**src/rtl/fht_but_array.sv**
```systemverilog
// Pipelined array of BUT_NUM radix-2 Hartley butterflies: multiply, round, add/sub,
// optional halving, saturation and output reordering over three enabled stages.
module fht_but_array #(
    parameter int D_BIT   = 17,
    parameter int W_BIT   = 12,
    parameter int BUT_NUM = 2
) (
    input  logic                           iCLK,
    input  logic                           iRESET,
    input  logic                           iEN,
    input  logic                           iVALID,
    input  logic                           iSCALE,
    input  logic                           iORDER,
    input  logic [BUT_NUM*D_BIT-1:0]       iA,
    input  logic [BUT_NUM*D_BIT-1:0]       iB,
    input  logic [BUT_NUM*D_BIT-1:0]       iC,
    input  logic [BUT_NUM*W_BIT-1:0]       iCOS,
    input  logic [BUT_NUM*W_BIT-1:0]       iSIN,
    input  logic                           iOVF_CLR,
    output logic                           oVALID,
    output logic [2*BUT_NUM*D_BIT-1:0]     oY,
    output logic                           oOVF
);

    localparam int PW = D_BIT + W_BIT + 1;
    localparam int TW = D_BIT + 3;
    localparam int SW = D_BIT + 4;
    localparam int YW = 2 * BUT_NUM * D_BIT;
    localparam logic signed [SW-1:0] SMAX = SW'((2 ** (D_BIT - 1)) - 1);
    localparam logic signed [SW-1:0] SMIN = ~SMAX;
    localparam logic signed [PW-1:0] RND  = PW'(2 ** (W_BIT - 3));

    logic v1_q, v1_d, v2_q, v2_d, v3_q, v3_d;
    logic scale1_q, scale1_d, order1_q, order1_d;
    logic scale2_q, scale2_d, order2_q, order2_d;
    logic ld1, ld2, ld3;
    logic signed [PW-1:0]    prod_q [BUT_NUM];
    logic signed [PW-1:0]    prod_d [BUT_NUM];
    logic signed [D_BIT-1:0] a1_q   [BUT_NUM];
    logic signed [D_BIT-1:0] a1_d   [BUT_NUM];
    logic signed [D_BIT-1:0] a2_q   [BUT_NUM];
    logic signed [D_BIT-1:0] a2_d   [BUT_NUM];
    logic signed [TW-1:0]    t_q    [BUT_NUM];
    logic signed [TW-1:0]    t_d    [BUT_NUM];
    logic signed [PW-1:0]    rnd    [BUT_NUM];
    logic signed [SW-1:0]    s0     [BUT_NUM];
    logic signed [SW-1:0]    s1     [BUT_NUM];
    logic [BUT_NUM-1:0]      sat;
    logic [YW-1:0]           y_q, y_d;
    logic                    ovf_q, ovf_d;

    function automatic logic out_of_range(input logic signed [SW-1:0] v);
        return (v > SMAX) || (v < SMIN);
    endfunction

    function automatic logic [D_BIT-1:0] clamp(input logic signed [SW-1:0] v);
        if (v > SMAX) return SMAX[D_BIT-1:0];
        if (v < SMIN) return SMIN[D_BIT-1:0];
        return D_BIT'(v);
    endfunction

    always_comb begin
        ld1      = iEN & iVALID;
        v1_d     = iEN ? iVALID : v1_q;
        scale1_d = ld1 ? iSCALE : scale1_q;
        order1_d = ld1 ? iORDER : order1_q;
        for (int unsigned k = 0; k < BUT_NUM; k++) begin
            prod_d[k] = prod_q[k];
            a1_d[k]   = a1_q[k];
            if (ld1) begin
                prod_d[k] = PW'($signed(iB[k*D_BIT +: D_BIT])) * PW'($signed(iCOS[k*W_BIT +: W_BIT]))
                          + PW'($signed(iC[k*D_BIT +: D_BIT])) * PW'($signed(iSIN[k*W_BIT +: W_BIT]));
                a1_d[k]   = $signed(iA[k*D_BIT +: D_BIT]);
            end
        end
    end

    // Round half up by biasing before the arithmetic shift.
    always_comb begin
        ld2      = iEN & v1_q;
        v2_d     = iEN ? v1_q : v2_q;
        scale2_d = ld2 ? scale1_q : scale2_q;
        order2_d = ld2 ? order1_q : order2_q;
        for (int unsigned k = 0; k < BUT_NUM; k++) begin
            rnd[k]  = prod_q[k] + RND;
            t_d[k]  = t_q[k];
            a2_d[k] = a2_q[k];
            if (ld2) begin
                t_d[k]  = TW'(rnd[k] >>> (W_BIT - 2));
                a2_d[k] = a1_q[k];
            end
        end
    end

    always_comb begin
        ld3  = iEN & v2_q;
        v3_d = iEN ? v2_q : v3_q;
        y_d  = y_q;
        for (int unsigned k = 0; k < BUT_NUM; k++) begin
            s0[k] = SW'(a2_q[k]) + SW'(t_q[k]);
            s1[k] = SW'(a2_q[k]) - SW'(t_q[k]);
            if (scale2_q) begin
                s0[k] = s0[k] >>> 1;
                s1[k] = s1[k] >>> 1;
            end
            sat[k] = out_of_range(s0[k]) | out_of_range(s1[k]);
            if (ld3) begin
                if (order2_q) begin
                    y_d[k*D_BIT +: D_BIT]             = clamp(s0[k]);
                    y_d[(BUT_NUM+k)*D_BIT +: D_BIT]   = clamp(s1[k]);
                end else begin
                    y_d[(2*k)*D_BIT +: D_BIT]         = clamp(s0[k]);
                    y_d[(2*k+1)*D_BIT +: D_BIT]       = clamp(s1[k]);
                end
            end
        end
        // Clear is ungated by iEN; a saturating beat landing on the same edge wins.
        ovf_d = ovf_q;
        if (iOVF_CLR) ovf_d = 1'b0;
        if (ld3 && (|sat)) ovf_d = 1'b1;
    end

    always_ff @(posedge iCLK or negedge iRESET) begin
        if (!iRESET) begin
            v1_q     <= 1'b0;
            v2_q     <= 1'b0;
            v3_q     <= 1'b0;
            scale1_q <= 1'b0;
            order1_q <= 1'b0;
            scale2_q <= 1'b0;
            order2_q <= 1'b0;
            y_q      <= '0;
            ovf_q    <= 1'b0;
            for (int unsigned k = 0; k < BUT_NUM; k++) begin
                prod_q[k] <= '0;
                a1_q[k]   <= '0;
                a2_q[k]   <= '0;
                t_q[k]    <= '0;
            end
        end else begin
            v1_q     <= v1_d;
            v2_q     <= v2_d;
            v3_q     <= v3_d;
            scale1_q <= scale1_d;
            order1_q <= order1_d;
            scale2_q <= scale2_d;
            order2_q <= order2_d;
            y_q      <= y_d;
            ovf_q    <= ovf_d;
            for (int unsigned k = 0; k < BUT_NUM; k++) begin
                prod_q[k] <= prod_d[k];
                a1_q[k]   <= a1_d[k];
                a2_q[k]   <= a2_d[k];
                t_q[k]    <= t_d[k];
            end
        end
    end

    assign oVALID = v3_q;
    assign oY     = y_q;
    assign oOVF   = ovf_q;

endmodule

```
**config.mk**
```make
export PLATFORM = sky130hd
export DESIGN_NAME = fht_but_array
export DESIGN_NICKNAME = d
export VERILOG_FILES = /design/src/rtl/fht_but_array.sv
export SDC_FILE = /design/constraint.sdc
export NUM_CORES = 2
export LEC_CHECK = 0
export ABC_AREA = 1
export CORE_MARGIN = 8
export CORE_UTILIZATION = 56
export CTS_BUF_LIST = sky130_fd_sc_hd__clkbuf_4
export DETAILED_ROUTE_END_ITERATION = 12
export GPL_ROUTABILITY_DRIVEN = 0
export GPL_TIMING_DRIVEN = 0
export PLACE_DENSITY = 0.75
export SLEW_MARGIN = 40
export SYNTH_ARGS = -nofsm -noshare
export SYNTH_HDL_FRONTEND = slang
export SYNTH_SLANG_ARGS = --single-unit
```
**constraint.sdc**
```tcl
create_clock -name iCLK -period 2.7 [get_ports iCLK]
set_clock_uncertainty 0.2 [all_clocks]
set_input_delay 0.54 -clock iCLK [delete_from_list [all_inputs] [get_ports iCLK]]
set_output_delay 0.54 -clock iCLK [all_outputs]
set_load 0.1 [all_outputs]
```
# --- Word-level counts from Yosys, hierarchy flattened ---
# Cells that the tools add are included.
word_totals:
  register_bits: 244
  latch_bits: 0
  ramBits: 0
  romBits: 0
  in_bits: 157
  out_inout_bits: 70
  wordCells: 136
  memories: 0
op_classes:
  add_sub_neg: 8
  multipliers: 4
  n_div: 0
  n_lt_le_gt_ge: 8
  n_eq_ne: 0
  n_shift: 0
  mux: 86
  bitwise_logic: 5
  reduce_logical: 7
ops:
  columns: ["cell", "n"]
  rows:
  - ["$mux W17", 30]
  - ["$mul A17 B12 Y29", 4]
  - ["$gt A21 B17 Y1 const B", 4]
  - ["$lt A21 B17 Y1 const B", 4]
  - ["$mux W20", 4]
  - ["$add A29 B29 Y30", 2]
  - ["$add A30 B11 Y30 const B", 2]
  - ["$mux W51", 1]
  - ["$mux W1", 50]
  - ["$add A17 B20 Y21", 2]
  - ["$sub A17 B20 Y21", 2]
  - ["$mux W34", 1]
  - ["$logic_or A1 B1 Y1", 4]
  - ["$and A1 B1 Y1", 3]
  - ["$or A1 B1 Y1", 2]
  - ["$reduce_bool A2 Y1", 1]
  - ["$reduce_or A2 Y1", 1]
  - ["$logic_and A1 B1 Y1", 1]

# --- Longest topological paths before layout ---
logic_depth:
  word_depth: 15
  ltp_mapped: 31
  ltp_nobuf: 29

# --- Least setup slack after synthesis ---
# OpenSTA, ideal clock, no wires.
synth_timing:
  kind: "input-to-reg"
  startpoint: "input iSIN[1]"
  endpoint: "register prod_q[53] (netlist bit)"
  arrival_time_ns: 6.451
  setup_slack_ns: -4.081
  cell_stages: 21
  path_cell_list: "clkbuf_1 > clkbuf_1 > nand2_1 > fa_1 > inv_1 > fa_1 > fa_1 > fa_1 > fa_1 > fa_1 > inv_1 > fa_1 > inv_1 > ha_1 > a21o_1 > a31oi_1 > o221ai_1 > or2_2 > or2_2 > nand3_1 > o21ai_0"
synth_between:
  elab_chain_cells: 2
synth_rtl:
  columns: ["item", "line_no", "source"]
  rows:
  - ["start, declared", "18", "input logic [BUT_NUM*W_BIT-1:0] iSIN,"]
  - ["$mul A17 B12 Y29", "72", "+ PW'($signed(iC[k*D_BIT +: D_BIT])) * PW'($signed(iSIN[k*W_BIT +: W_BIT]));"]
  - ["$add A29 B29 Y30", "72", null]
  - ["end signal, assigned by index", "151", "prod_q[k] <= prod_d[k];"]
  - ["end, declared", "37", "logic signed [PW-1:0] prod_q [BUT_NUM];"]
# Every way passes these cells.
# A chain may end at the register's enable or synchronous reset.

# --- Worst setup path after layout ---
layout_timing:
  startpoint: "input iB[16]"
  endpoint: "register prod_q[59] (netlist bit)"
layout_between:
  elab_chain_cells: 2
layout_rtl:
  columns: ["item", "line_no", "source"]
  rows:
  - ["start, declared", "15", "input logic [BUT_NUM*D_BIT-1:0] iB,"]
  - ["$mul A17 B12 Y29", "71", "prod_d[k] = PW'($signed(iB[k*D_BIT +: D_BIT])) * PW'($signed(iCOS[k*W_BIT +: W_BIT]))"]
  - ["$add A29 B29 Y30", "72", null]
# Every way passes these cells.

==> run summary <==
Max Transition Viols Final - 0
Rel. slew slack - 39.68%
Ys async rst share - 100.0%
Area leader, netlist - fa_1
Startpoint Class - primary input
Sequential-to-total area share from yosys stat - 12.17%
Top cells by count, synth - 1584 x inv_1, 1582 x nand2_1, 868 x fa_1
Reg2reg end - oY[7]
Reg-to-Reg Start - a2_q[17]
Synth cell types - 54
Placed wire-length estimate - 116.3 mm
Die Span Y - 304.1 µm
Clock Latency Late Sink - 0.74 ns
Multi-input gate area - 0.03612 mm²
Final hold vios - 0
Initial Util - 56.60%
Critical Path AT - 6.50 ns
Hold Path Sink - a1_q[3]
Max Cap Viol - 0
Multiplexer share of the synthesized area - 0.02154%
Min-Delay Path Depth - 3
Clk sink count - 226
Top-area cell type share of the netlist area - 37.39%
R2R setup slack - -0.44 ns
Critical Path Fanout Max - 5
TritonCTS clock tree - yes
DR pass1 iterations - 9
Initial antenna violation count - 4
Max Fclk - 165.4 MHz
Die Span X - 304.1 µm
Vias per cell - 5.432
Io pins - 227
Clk buf depth - 3
Nets@finish - 7893
Top post-synthesis cells by area - fa_1 37%, inv_1 13%, nand2_1 13%, dfrtp_1 12%, ha_1 7.3%
Worst slew pin tran - 0.9048 ns
Number of global-route vias before repair - 42830
Syn_nets - 7372
CTS clk-pin slew, worst paths - 0.07 ns
Share of cells above drive strength 1 - 20.64%
Crit. End Element - flop
Std-Cell Rows - 105
Final WS setup - -3.347 ns
Via Count - 41880
RSZ-0062 raised after global routing - yes
Port Buffers - 182
Clock period minus worst slack - 6.047 ns
Post-Synth Adder-Cell Area - 44.66%
Root buffer cell - clkbuf_4
Synth Area in Compound Gates - 5.944%
Maximum level of the CTS H-tree - 2
Simple-gate share of the synthesized area - 19.41%
Reg2Reg Depth - 15
Path type of the worst setup path - primary input to flop
Initial detailed-routing violation count - 3952
Min-delay src - iA[20]
Average size of a mapped cell - 7.648 µm²
Hold Path Class - primary input to flop
Area growth syn-to-layout - 22.70%
CORE AREA - 0.08211 mm²
Failing checks - setup timing
Final period utilization - 224.0%
Num CTS Buffers - 53
Sum Neg Setup Slack - -158.67 ns
Largest net degree at the start of global routing - 78
Primary FF master, synth - dfrtp_1
EDFF count, synth - 0
GRT Residual Overflow - 0
Total track usage - 30.86%
# DRC - 0
Synth Warn # - 0
Synth Instances - 6077
XOR/XNOR share of the synthesized area - 2.372%
Drt total wl - 146.9 mm
Outcome - finished with violations
Die area - 0.09246 mm²
FF/Latch Area - 0.005663 mm²
Largest family of logic cells by synthesized area - adder cells
Drt wl/cell - 19.06 µm
Mapped cell area - 0.04647 mm²
Final setup fails - 144
Count leader, synth - inv_1
Yosys reg bits - 226
CP Data Required Time - 3.15 ns
Hold Worst Slack - 0.1669 ns
Post-route ant nets - 0
First-pass GRT wire length - 228.8 mm
Fillers - 6237
[logic make-up (layout without fill, tap and decap cells)]
kind of cell	after synthesis	after routing
flip-flops	226	226
other	0	3
multiplexers	1	1
XOR/XNOR	125	125
AO/OA/AOI/OAI	490	490
adder cells (fa/ha/maj)	1138	1138
AND/OR/NAND/NOR	2232	2232
buffers and inverters	1865	2424
[through the flow]
| stage | util, % | setup WS, ns | area, µm² | cells |
|---|---|---|---|---|
| 3_5_place_dp | 62.19 | -4.980 | 51070 | 7332 |
| 5_1_grt | 69.45 | -3.500 | 57030 | 7709 |
| 2_1_floorplan | - | -3.512 | 48170 | 6077 |
| 6_report | 69.45 | -3.347 | 57030 | 7709 |
| 3_3_place_gp | 62.51 | -8.363 | 51330 | 7329 |
| 4_1_cts | 67.95 | -3.215 | 55790 | 7638 |
[worst max-delay path, stage by stage]
cell and delay, ns:
buf_8 0.11, clkbuf_16 0.15, nand2_4 0.07, inv_4 0.04, fa_2 0.52, fa_2 0.64
inv_6 0.07, buf_12 0.13, fa_1 0.45, fa_1 0.56, fa_1 0.47, fa_1 0.52
fa_1 0.60, inv_2 0.07, ha_4 0.26, buf_4 0.15, a21oi_4 0.14, o21bai_1 0.10
a211oi_2 0.25, o21ai_1 0.11, a21oi_2 0.15, a21oi_1 0.05, nand3b_1 0.23, nand2_1 0.12
[state kept, by name (all words and copies together) (netlist names)]
register and count:
oY 68, prod_q 42, t_q 40, a1_q 34, a2_q 34, oOVF 1, oVALID 1, order1_q 1
order2_q 1, scale1_q 1, scale2_q 1, v1_q 1, v2_q 1
[routing by layer]
layer / up-vias / part of all wire, % / global-route usage (%)
li1: 18720 / - / -
met1: 20230 / 38 / 39.23
met2: 2401 / 47 / 51.22
met3: 532 / 9.7 / 5.556
met4: 0 / 5.9 / 14.33
met5: - / 0 / 0
[repair_timing]
item	CTS	global route
gates cloned	11	0
pin swaps	253	261
hold endpoints to repair	152	0
setup buffers	200	74
gates resized for setup	882	317
endpoints found under the setup margin	138	146
hold buffers	2	0
[cells in the final DEF (no fill, tap or decap), types with 52 or more instances in the layout]
cell / instances
nor2_1: 262
clkbuf_8: 68
fa_1: 779
dfrtp_1: 220
ha_1: 220
inv_2: 119
nand3_1: 182
nand2_1: 1469
clkbuf_4: 93
nand2_2: 89
clkbuf_1: 58
buf_8: 52
buf_2: 101
buf_6: 74
o21ai_0: 177
fa_2: 89
a21oi_1: 94
xor2_1: 72
buf_4: 240
inv_1: 1463
[worst max path at each step]
stage          depth (start not counted)    endpoint  startpoint  slack, ns
6_report                              24  prod_q[59]      iB[16]      -3.35
5_1_grt                               27  prod_q[59]      iB[16]      -3.50
4_1_cts                               25  prod_q[59]      iB[16]      -3.21
3_5_place_dp                          22  prod_q[28]      iB[23]      -4.98
3_3_place_gp                           1     a1_q[0]      iRESET      -8.36
2_1_floorplan                         25  prod_q[55]     iSIN[5]      -3.51
[area by class of cell]
cell class              instances  share of cell area (%)
diodes                          3                 0.01316
plain buffers                 266                   5.523
clock buffers                  81                   1.066
clock inverters                12                  0.1821
inverters                    1599                   10.61
multi-input cells            3986                   63.35
flip-flops and latches        226                   9.930
well taps                    1070                   2.348
repair buffers                466                   6.977
Power is left out: the tool's default activity adds up to more than one toggle a clock period on the data nets, which glitch-free logic cannot reach.
